==> src/rtl/instr_fetch_reader_if.sv <==
// Read port of the synchronous instruction BRAM.
// The fetcher (master) drives enable and address; the BRAM (slave) returns data.
interface instr_fetch_reader_if #(
  parameter int ADDR_W = 8,
  parameter int DATA_W = 16
);
  logic              mem_en;
  logic [ADDR_W-1:0] mem_addr;
  logic [DATA_W-1:0] mem_rdata;

  modport master (output mem_en, output mem_addr, input  mem_rdata);
  modport slave  (input  mem_en, input  mem_addr, output mem_rdata);
endinterface

==> src/rtl/instr_fetch_reader.sv <==
// Key-driven instruction fetcher.
// Each debounced press of the step key reads one word at the PC from the
// instruction BRAM, latches it into the IR and advances the PC. The clear
// key resets PC/IR and aborts any fetch in flight.
module instr_fetch_reader #(
  parameter int ADDR_W       = 8,
  parameter int DATA_W       = 16,
  parameter int RD_LAT       = 1,
  parameter int DEBOUNCE_CYC = 50000
) (
  input  logic                clk,
  input  logic                rst_n,
  input  logic                i_step_key,
  input  logic                i_clr_key,
  instr_fetch_reader_if.master mem,
  output logic [ADDR_W-1:0]   o_pc,
  output logic [DATA_W-1:0]   o_ir,
  output logic                o_ir_valid,
  output logic                o_busy
);

  localparam int CNT_W = $clog2(DEBOUNCE_CYC);
  localparam int LAT_W = (RD_LAT > 1) ? $clog2(RD_LAT) : 1;
  localparam logic [CNT_W-1:0] CNT_LAST = CNT_W'(DEBOUNCE_CYC - 1);
  localparam logic [LAT_W-1:0] LAT_LAST = LAT_W'(RD_LAT - 1);

  typedef enum logic [1:0] {
    S_IDLE,
    S_REQ,
    S_WAIT,
    S_CAPT
  } state_t;

  // Key index 0 = step, 1 = clear; both keys share one debounce structure.
  logic [1:0]       w_key_raw;
  logic [1:0]       r_sync1;
  logic [1:0]       r_sync2;
  logic [1:0]       r_level;
  logic [1:0]       r_pulse;
  logic [CNT_W-1:0] r_cnt [2];
  logic             w_step_p;
  logic             w_clr_p;

  state_t            r_state;
  logic [LAT_W-1:0]  r_wait;
  logic              r_mem_en;
  logic [ADDR_W-1:0] r_pc;
  logic [DATA_W-1:0] r_ir;
  logic              r_ir_valid;
  logic              r_busy;

  assign w_key_raw = {i_clr_key, i_step_key};
  assign w_step_p  = r_pulse[0];
  assign w_clr_p   = r_pulse[1];

  // Synchronise each key, accept a level once it has held DEBOUNCE_CYC cycles,
  // and emit a one-cycle pulse when the accepted level rises.
  always_ff @(posedge clk or negedge rst_n) begin
    if (!rst_n) begin
      r_sync1 <= '0;
      r_sync2 <= '0;
      r_level <= '0;
      r_pulse <= '0;
      // NOTE: r_cnt is a two-entry register array, not a RAM, so it is reset
      // like any other flop; a real memory would be left unreset.
      for (int k = 0; k < 2; k++) r_cnt[k] <= '0;
    end else begin
      // NOTE: every flop here uses <= so all of them sample the pre-edge
      // values; r_sync2 must see the old r_sync1, not the one just written.
      r_sync1 <= w_key_raw;
      r_sync2 <= r_sync1;
      for (int k = 0; k < 2; k++) begin
        r_pulse[k] <= 1'b0;
        if (r_sync2[k] != r_level[k]) begin
          if (r_cnt[k] == CNT_LAST) begin
            r_level[k] <= r_sync2[k];
            r_pulse[k] <= r_sync2[k];
            r_cnt[k]   <= '0;
          end else begin
            r_cnt[k] <= r_cnt[k] + 1'b1;
          end
        end else begin
          r_cnt[k] <= '0;
        end
      end
    end
  end

  // Fetch FSM with registered outputs; clear overrides everything, including
  // a step pulse arriving in the same cycle.
  always_ff @(posedge clk or negedge rst_n) begin
    if (!rst_n) begin
      r_state    <= S_IDLE;
      r_wait     <= '0;
      r_mem_en   <= 1'b0;
      r_pc       <= '0;
      r_ir       <= '0;
      r_ir_valid <= 1'b0;
      r_busy     <= 1'b0;
    end else begin
      r_mem_en <= 1'b0;
      if (w_clr_p) begin
        r_state    <= S_IDLE;
        r_pc       <= '0;
        r_ir       <= '0;
        r_ir_valid <= 1'b0;
        r_busy     <= 1'b0;
      end else begin
        case (r_state)
          S_IDLE: begin
            if (w_step_p) begin
              r_state  <= S_REQ;
              r_mem_en <= 1'b1;
              r_busy   <= 1'b1;
            end
          end
          S_REQ: begin
            r_state <= S_WAIT;
            r_wait  <= LAT_LAST;
          end
          S_WAIT: begin
            // The read word is valid during the last WAIT cycle; loading it on
            // the edge into CAPT makes the new IR/PC visible during CAPT.
            if (r_wait == '0) begin
              r_state    <= S_CAPT;
              r_ir       <= mem.mem_rdata;
              r_ir_valid <= 1'b1;
              r_pc       <= r_pc + 1'b1;
            end else begin
              r_wait <= r_wait - 1'b1;
            end
          end
          S_CAPT: begin
            r_state <= S_IDLE;
            r_busy  <= 1'b0;
          end
          default: begin
            r_state <= S_IDLE;
            r_busy  <= 1'b0;
          end
        endcase
      end
    end
  end

  assign mem.mem_en   = r_mem_en;
  assign mem.mem_addr = r_pc;
  assign o_pc         = r_pc;
  assign o_ir         = r_ir;
  assign o_ir_valid   = r_ir_valid;
  assign o_busy       = r_busy;

endmodule
==> src/flat_wrapper.sv <==
// flat-port wrapper written by rule: the top's interface ports become plain ports
module instr_fetch_reader_flat 
#(
  parameter int ADDR_W       = 8,
  parameter int DATA_W       = 16,
  parameter int RD_LAT       = 1,
  parameter int DEBOUNCE_CYC = 50000
)
  (clk, rst_n, i_step_key, i_clr_key, o_pc, o_ir, o_ir_valid, o_busy, mem_mem_en, mem_mem_addr, mem_mem_rdata);
  instr_fetch_reader_if #(.ADDR_W(ADDR_W), .DATA_W(DATA_W)) mem_i ();
  input  logic clk;
  input  logic rst_n;
  input  logic i_step_key;
  input  logic i_clr_key;
  output logic [ADDR_W-1:0] o_pc;
  output logic [DATA_W-1:0] o_ir;
  output logic o_ir_valid;
  output logic o_busy;
  output wire logic [$bits(mem_i.mem_en)-1:0] mem_mem_en;
  output wire logic [$bits(mem_i.mem_addr)-1:0] mem_mem_addr;
  input wire logic [$bits(mem_i.mem_rdata)-1:0] mem_mem_rdata;
  assign mem_mem_en = mem_i.mem_en;
  assign mem_mem_addr = mem_i.mem_addr;
  assign mem_i.mem_rdata = mem_mem_rdata;
  instr_fetch_reader #(.ADDR_W(ADDR_W), .DATA_W(DATA_W), .RD_LAT(RD_LAT), .DEBOUNCE_CYC(DEBOUNCE_CYC)) u_core (.clk(clk), .rst_n(rst_n), .i_step_key(i_step_key), .i_clr_key(i_clr_key), .mem(mem_i), .o_pc(o_pc), .o_ir(o_ir), .o_ir_valid(o_ir_valid), .o_busy(o_busy));
endmodule
==> config.mk <==
export PLATFORM = sky130hd
export DESIGN_NAME = instr_fetch_reader_flat
export DESIGN_NICKNAME = d
export VERILOG_FILES = /design/src/rtl/instr_fetch_reader_if.sv /design/src/rtl/instr_fetch_reader.sv /design/src/flat_wrapper.sv
export SDC_FILE = /design/constraint.sdc
export NUM_CORES = 1
export LEC_CHECK = 0
export CORE_MARGIN = 2
export CORE_UTILIZATION = 25
export CTS_BUF_LIST = sky130_fd_sc_hd__clkbuf_4 sky130_fd_sc_hd__clkbuf_8
export DETAILED_ROUTE_END_ITERATION = 8
export GPL_TIMING_DRIVEN = 0
export MAX_ROUTING_LAYER = met4
export PLACE_DENSITY_LB_ADDON = 0.3
export SETUP_SLACK_MARGIN = 0.3
export SYNTH_ARGS = -nofsm -noshare
export SYNTH_HDL_FRONTEND = slang
export SYNTH_SLANG_ARGS = --single-unit
==> constraint.sdc <==
create_clock -name clk -period 2.2 [get_ports clk]
set_clock_uncertainty 0.1 [all_clocks]
set_input_delay 0.44 -clock clk [delete_from_list [all_inputs] [get_ports clk]]
set_output_delay 0.44 -clock clk [all_outputs]
set_load 0.05 [all_outputs]
==> results.cfg, run 1 <==
[synth]
ys_async_sr_fraction = 1.000
avgSynthCellArea_um2 = 10.88
ys_seq_area_frac = 0.5511
ys_seq_elements = 69
synth_top_area_share = 0.5511
synthesis.nets = 315
synth_ff_type = dfrtp_1
netlist-cell-type-count = 33
synthCells = 288
yosys_warnings = 0
syn_area_mm2 = 0.003133
yosys.area.top_type = dfrtp_1
synth.area.top_cells = dfrtp_1 55%, nor2_1 7.7%, xnor2_1 7.3%
synth_edf_count = 0

[die]
num_rows = 40
die_area_mm2 = 0.01344
start_util = 0.2587
pin_count = 55
die_w_um = 115.9
die_h_um = 115.9
coreArea_mm2 = 0.01211

[critical_path]
cp.arrival_ps = 2030
critical-path-top-delay-family = simple AND/OR/NAND/NOR gates
worstPathMaxFanout = 3
crit_required_ps = 2330
start_kind = flop
critPathSlowestCell = or4_4
critPathBufInv = 0
cp_num_cells = 4
cp_cell_sequence = nor4b_4 > nand3_2 > or4_4 > mux2_4
path_class = reg -> reg
reg2reg_depth = 4
slowest_delay_ps = 550
endpoint_kind = flop

[timing]
finalSetupTns_ps = 0
min_period_ps = 1902
drv_slew = 0
fmax_mhz = 525.6
hold_viol_final = 0
fin_crit_sh = 0.8648
rsz0062_at_grt = true
setup_violations = 0
setup_slack_ps = 297.5
worst_slew_pin_slew_ps = 866.0
hold_ws_ps = 90.02
slew_headroom = 0.4227

[global_routing]
grt_max_degree = 70
antenna_found_initial = 0
grt_pass1_vias = 2277
grt_overflow = 0
track_usage = 0.1048
grt_pass1_wl_mm = 10.74

[pwr]
vdd_drop_max_mv = 0.2308
p_leak_nw = 1.896
pwr_density_cell_mw_per_mm2 = 606.3

[routing]
vias_per_cell = 4.190
drtIter0Drc = 100
ant_nets = 0
firstDrtPassIters = 4
wl_per_cell_um = 11.71
vias = 2229
drt-total-wl_mm = 6.228
drc_errors = 0

[cts]
h-tree-depth = 3
path_clk_slew_ps = 70
clock-sinks = 69
cts_root_buf = clkbuf_8
clk_path_buf_depth = 2
cts-buffers-inserted = 9
cts_tree = yes
postCtsHoldBufs = 0
worstSkewPairLatency_ps = 350

[cells_and_area]
area_growth_pct = 32.63
diodes = 0
nets = 387
final_util = 0.3431
drive_above_1_share = 0.1593

[placement]
gp_congestion = 0.7202
dp_hpwl_mm = 4.201
portBuffers = 54
place_ws_ps = 90.31

[run]
drv_cap = 0

[run_status]
status = finished clean

[hold_path]
min_path_type = in -> async
==> worst paths after layout <==
kind                       slack, ps                   startpoint                             to
setup / recovery                 300   u_core.r_cnt[13]$_DFF_PN0_  u_core.r_level[1]$_DFFE_PN0P_
hold / removal                    90                        rst_n    u_core.o_ir[14]$_DFFE_PN0P_
setup reg to reg                 300   u_core.r_cnt[13]$_DFF_PN0_  u_core.r_level[1]$_DFFE_PN0P_
hold reg to reg                  250  u_core.r_sync1[1]$_DFF_PN0_    u_core.r_sync2[1]$_DFF_PN0_
max in group asynchronous       1280                        rst_n      u_core.r_cnt[5]$_DFF_PN0_
min in group clk                 250  u_core.r_sync1[1]$_DFF_PN0_    u_core.r_sync2[1]$_DFF_PN0_
==> metrics by stage <==
| stage | instance area (um^2) | power (mW) | cells |
|---|---|---|---|
| 3_3_place_gp | 3884 | 1.406 | 510 |
| 6_report | 4155 | 2.519 | 532 |
| 5_1_grt | 4155 | 2.645 | 532 |
| 4_1_cts | 4146 | 2.561 | 531 |
| 2_1_floorplan | 3133 | 1.337 | 288 |
| 3_5_place_dp | 3881 | 1.406 | 510 |
==> flip-flops by register name (all words and copies together), names as in the netlist <==
signal,count
u_core.r_cnt,32
u_core.o_ir,16
u_core.mem.mem_addr,8
u_core.r_level,2
u_core.r_pulse,2
u_core.r_state,2
u_core.r_sync1,2
u_core.r_sync2,2
u_core.mem.mem_en,1
u_core.o_busy,1
u_core.o_ir_valid,1
==> per-layer routing <==
metal	vias to the layer above	share of wire	GRT usage
met3	12	0.054	0.03190
li1	1104	-	-
met5	-	0	-
met1	1065	0.47	0.1296
met4	0	0.014	0.04048
met2	48	0.46	0.1614
==> cell usage in the layout, fill, tap and decap left out, drive strengths merged, types with 9 or more instances in the layout <==
cell type and instances:
buf 18, xor2 11, nor2 64, dfrtp 69
xnor2 26, clkbuf 21, nand4 10, nand2 10
mux2i 18, clkdlybuf4s50 18, nand3 12, clkdlybuf4s15 9
dlygate4sd2 22
==> cell type report <==
type | count | area (um^2)
Timing Repair Buffer | 61 | 550.5
Sequential cell | 69 | 1728
Inverter | 8 | 30.03
Fill cell | 1247 | 7956
Buffer | 16 | 97.59
Clock buffer | 11 | 145.1
Multi-Input combinational cell | 195 | 1321
Tap cell | 168 | 210.2
Clock inverter | 4 | 72.57
==> power by group <==
part           leakage [nW]  total, mW  internal, mW  switching [mW]
clock                 0.109       1.14         0.674           0.463
sequential            0.948       1.29          1.28          0.0123
combinational         0.839     0.0896        0.0441          0.0455
==> cell usage after synthesis (all sizes together), types with 5 or more instances <==
cell / instances
nand2: 10
clkbuf: 5
nand3: 12
nor4: 8
nor2: 64
xnor2: 26
ha: 7
dfrtp: 69
mux2i: 18
and3: 5
nand4: 10
inv: 8
xor2: 11
buf: 11
nor3: 8
==> timing repair <==
item / in CTS / in global routing
gates cloned: 0 / 0
buffers inserted: 6 / 1
endpoints found under the setup margin: 78 / 27
resized for setup: 57 / 12
pin swaps: 3 / 2
==> kinds of logic after synthesis <==
logic type	Yosys count	synth area share
DFF	69	0.5511
xor gates and xnor gates	37	0.1034
and+or+nand+nor	127	0.1985
AOI/OAI and AO/OA	4	0.01438
adders and majority gates	7	0.02795
buffers and inverters	24	0.03874
muxes	20	0.06589
Power figures use the tool's default switching activity.
==> inputs of run 2 (changes only) <==
--- a/config.mk
+++ b/config.mk
@@ -5,14 +5,17 @@
 export SDC_FILE = /design/constraint.sdc
 export NUM_CORES = 1
 export LEC_CHECK = 0
+export ABC_AREA = 1
 export CORE_MARGIN = 2
 export CORE_UTILIZATION = 25
 export CTS_BUF_LIST = sky130_fd_sc_hd__clkbuf_4 sky130_fd_sc_hd__clkbuf_8
 export DETAILED_ROUTE_END_ITERATION = 8
+export DONT_BUFFER_PORTS = 1
 export GPL_TIMING_DRIVEN = 0
 export MAX_ROUTING_LAYER = met4
 export PLACE_DENSITY_LB_ADDON = 0.3
 export SETUP_SLACK_MARGIN = 0.3
+export SLEW_MARGIN = 20
 export SYNTH_ARGS = -nofsm -noshare
 export SYNTH_HDL_FRONTEND = slang
 export SYNTH_SLANG_ARGS = --single-unit
==> results.cfg, run 2 <==
[run_status]
status = finished, violations left
violations = hold timing

[cts]
h-tree-depth = 3
cts-buffers-inserted = 9
clock-sinks = 69
cts_tree = yes
cts_root_buf = clkbuf_8
clk_path_buf_depth = 2
worstSkewPairLatency_ps = 340
path_clk_slew_ps = 80

[critical_path]
cp_cell_sequence = buf_4
worstPathMaxFanout = 6
endpoint_kind = output pin
crit_required_ps = 1660
critPathBufInv = 1
slowest_delay_ps = 570
critPathSlowestCell = dfrtp_2
rrSetupSlack_ps = 560
critical-path-top-delay-family = flip-flops
cp.arrival_ps = 1180
path_class = reg -> out
start_kind = flop

[timing]
fmax_mhz = 580.2
hold_viol_final = 69
rsz0062_at_grt = false
min_period_ps = 1723
setup_slack_ps = 476.6
setup_violations = 0
slew_headroom = 0.6693
fin_crit_sh = 0.7834
drv_slew = 0
hold_ws_ps = -305.7
finalSetupTns_ps = 0
worst_slew_pin_slew_ps = 496.1

[routing]
firstDrtPassIters = 4
ant_nets = 0
vias_per_cell = 4.296
wl_per_cell_um = 11.76
drt-total-wl_mm = 7.031
drc_errors = 0
vias = 2569
drtIter0Drc = 159

[die]
coreArea_mm2 = 0.01314
die_w_um = 119.6
pin_count = 55
die_h_um = 119.6
num_rows = 42
die_area_mm2 = 0.01431
start_util = 0.2544

[cells_and_area]
diodes = 0
final_common_cell = nand2_1
area_growth_pct = 12.73
multi_input_area_mm2 = 0.001390
final_cells = 598
layout_common_cells = 99 x nand2_1, 77 x nor2_1, 61 x dfrtp_1
fillers = 1398
drive_above_1_share = 0.1043
ff_latch_area_mm2 = 0.001737
nets = 444
largest_reg_flops = 32
regMostFlops = u_core.r_cnt
fin_area_mm2 = 0.003767

[pwr]
vdd_drop_max_mv = 0.2638
pwr_density_cell_mw_per_mm2 = 624.1
p_leak_nw = 1.734

[synth]
yosys.area.top_type = dfrtp_1
avgSynthCellArea_um2 = 8.231
yosys_warnings = 0
synthCells = 406
synth.most_common_cell = nand2_1
ys_seq_area_frac = 0.5167
ys_seq_elements = 69
synth.area.top_cells = dfrtp_1 52%, nand2_1 11%, nor2_1 8.6%
netlist-cell-type-count = 28
ys_async_sr_fraction = 1.000
synth_top_area_share = 0.5167
synth_edf_count = 0
synthesis.nets = 433
synth_ff_type = dfrtp_1
syn_area_mm2 = 0.003342
ys_top_cells_by_count = 99 x nand2_1, 77 x nor2_1, 69 x dfrtp_1, 43 x nand3_1, 35 x inv_1

[run]
drv_cap = 0

[placement]
gp_congestion = 0.8057
dp_hpwl_mm = 5.135
portBuffers = 0
place_ws_ps = 376.0
place_area_mm2 = 0.003562
placedCellCount = 582

[global_routing]
grt_pass1_wl_mm = 11.85
grt_max_degree = 70
grt_overflow = 0
grt_pass1_vias = 2518
antenna_found_initial = 0
track_usage = 0.1063

[hold_path]
min_path_type = in -> async
run 2: cell count changes after synthesis, sizes merged, moves of 15 or more:
cell | before | now
mux2i | 18 | 0
inv | 8 | 36
xnor2 | 26 | 7
nor2 | 64 | 79
nand3 | 12 | 45
nand2 | 10 | 101
run 2: logic make-up after synthesis:
logic type      Yosys count  share of synthesized area
simple gates            235                     0.2950
flops                    69                     0.5167
buf+inv                  51                    0.06739
compound gates           25                    0.04268
xor+xnor                 19                    0.05204
fa+ha+maj                 7                    0.02621
run 2: layout make-up:
type                            count  share of cell area
Multi-Input combinational cell    286              0.3690
Buffer                             15             0.02391
Tap cell                          176             0.05845
Inverter                           36             0.03587
Clock inverter                      6             0.01694
Sequential cell                    69              0.4610
Clock buffer                       10             0.03487
run 2: worst paths after layout:
| path | from | endpoint | depth (start not counted) |
|---|---|---|---|
| worst max-delay path | u_core.mem.mem_addr[3]$_DFFE_PN0P_ | o_pc[3] | 1 |
| worst min-delay path | rst_n | u_core.r_cnt[24]$_DFF_PN0_ | 0 |
| worst max register to register | u_core.r_state[0]$_DFFE_PN0P_ | u_core.mem.mem_addr[6]$_DFFE_PN0P_ | 8 |
| worst min register to register | u_core.r_sync1[1]$_DFF_PN0_ | u_core.r_sync2[1]$_DFF_PN0_ | 0 |
| max in group asynchronous | rst_n | u_core.r_cnt[13]$_DFF_PN0_ | 0 |
| min in group clk | i_clr_key | u_core.r_sync1[1]$_DFF_PN0_ | 0 |
run 2: repair_timing:
| action | CTS | global route |
|---|---|---|
| gates resized for setup | 7 | 1 |
| pin swaps | 0 | 0 |
| setup buffers | 0 | 0 |
| endpoints found under the setup margin | 7 | 1 |
| hold endpoints to repair | 69 | 69 |
run 2: report_power, final:
| group | internal (mW) | switching [mW] | total (mW) |
|---|---|---|---|
| Clock | 0.534 | 0.492 | 1.03 |
| Combinational | 0.0127 | 0.0217 | 0.0344 |
| Sequential | 1.28 | 0.0111 | 1.29 |
| Total | 1.83 | 0.525 | 2.35 |
run 2: through the flow:
stage          utilization  hold slack, ps  total power [mW]
6_report            0.2868          -305.7             2.351
5_1_grt             0.2868          -336.3             2.454
4_1_cts             0.2867          -325.3             2.387
3_5_place_dp        0.2711           50.20             1.351
3_3_place_gp        0.2711           50.18             1.350
2_1_floorplan            -           44.41             1.342
run 2: per-layer routing:
| layer | track usage | wire length, um | up-vias |
|---|---|---|---|
| met2 | 0.1654 | 3155 | 62 |
| met1 | 0.1303 | 3358 | 1199 |
| met3 | 0.03042 | 385 | 13 |
| li1 | - | - | 1295 |
| met4 | 0.04338 | 131 | 0 |
| met5 | - | 0 | - |
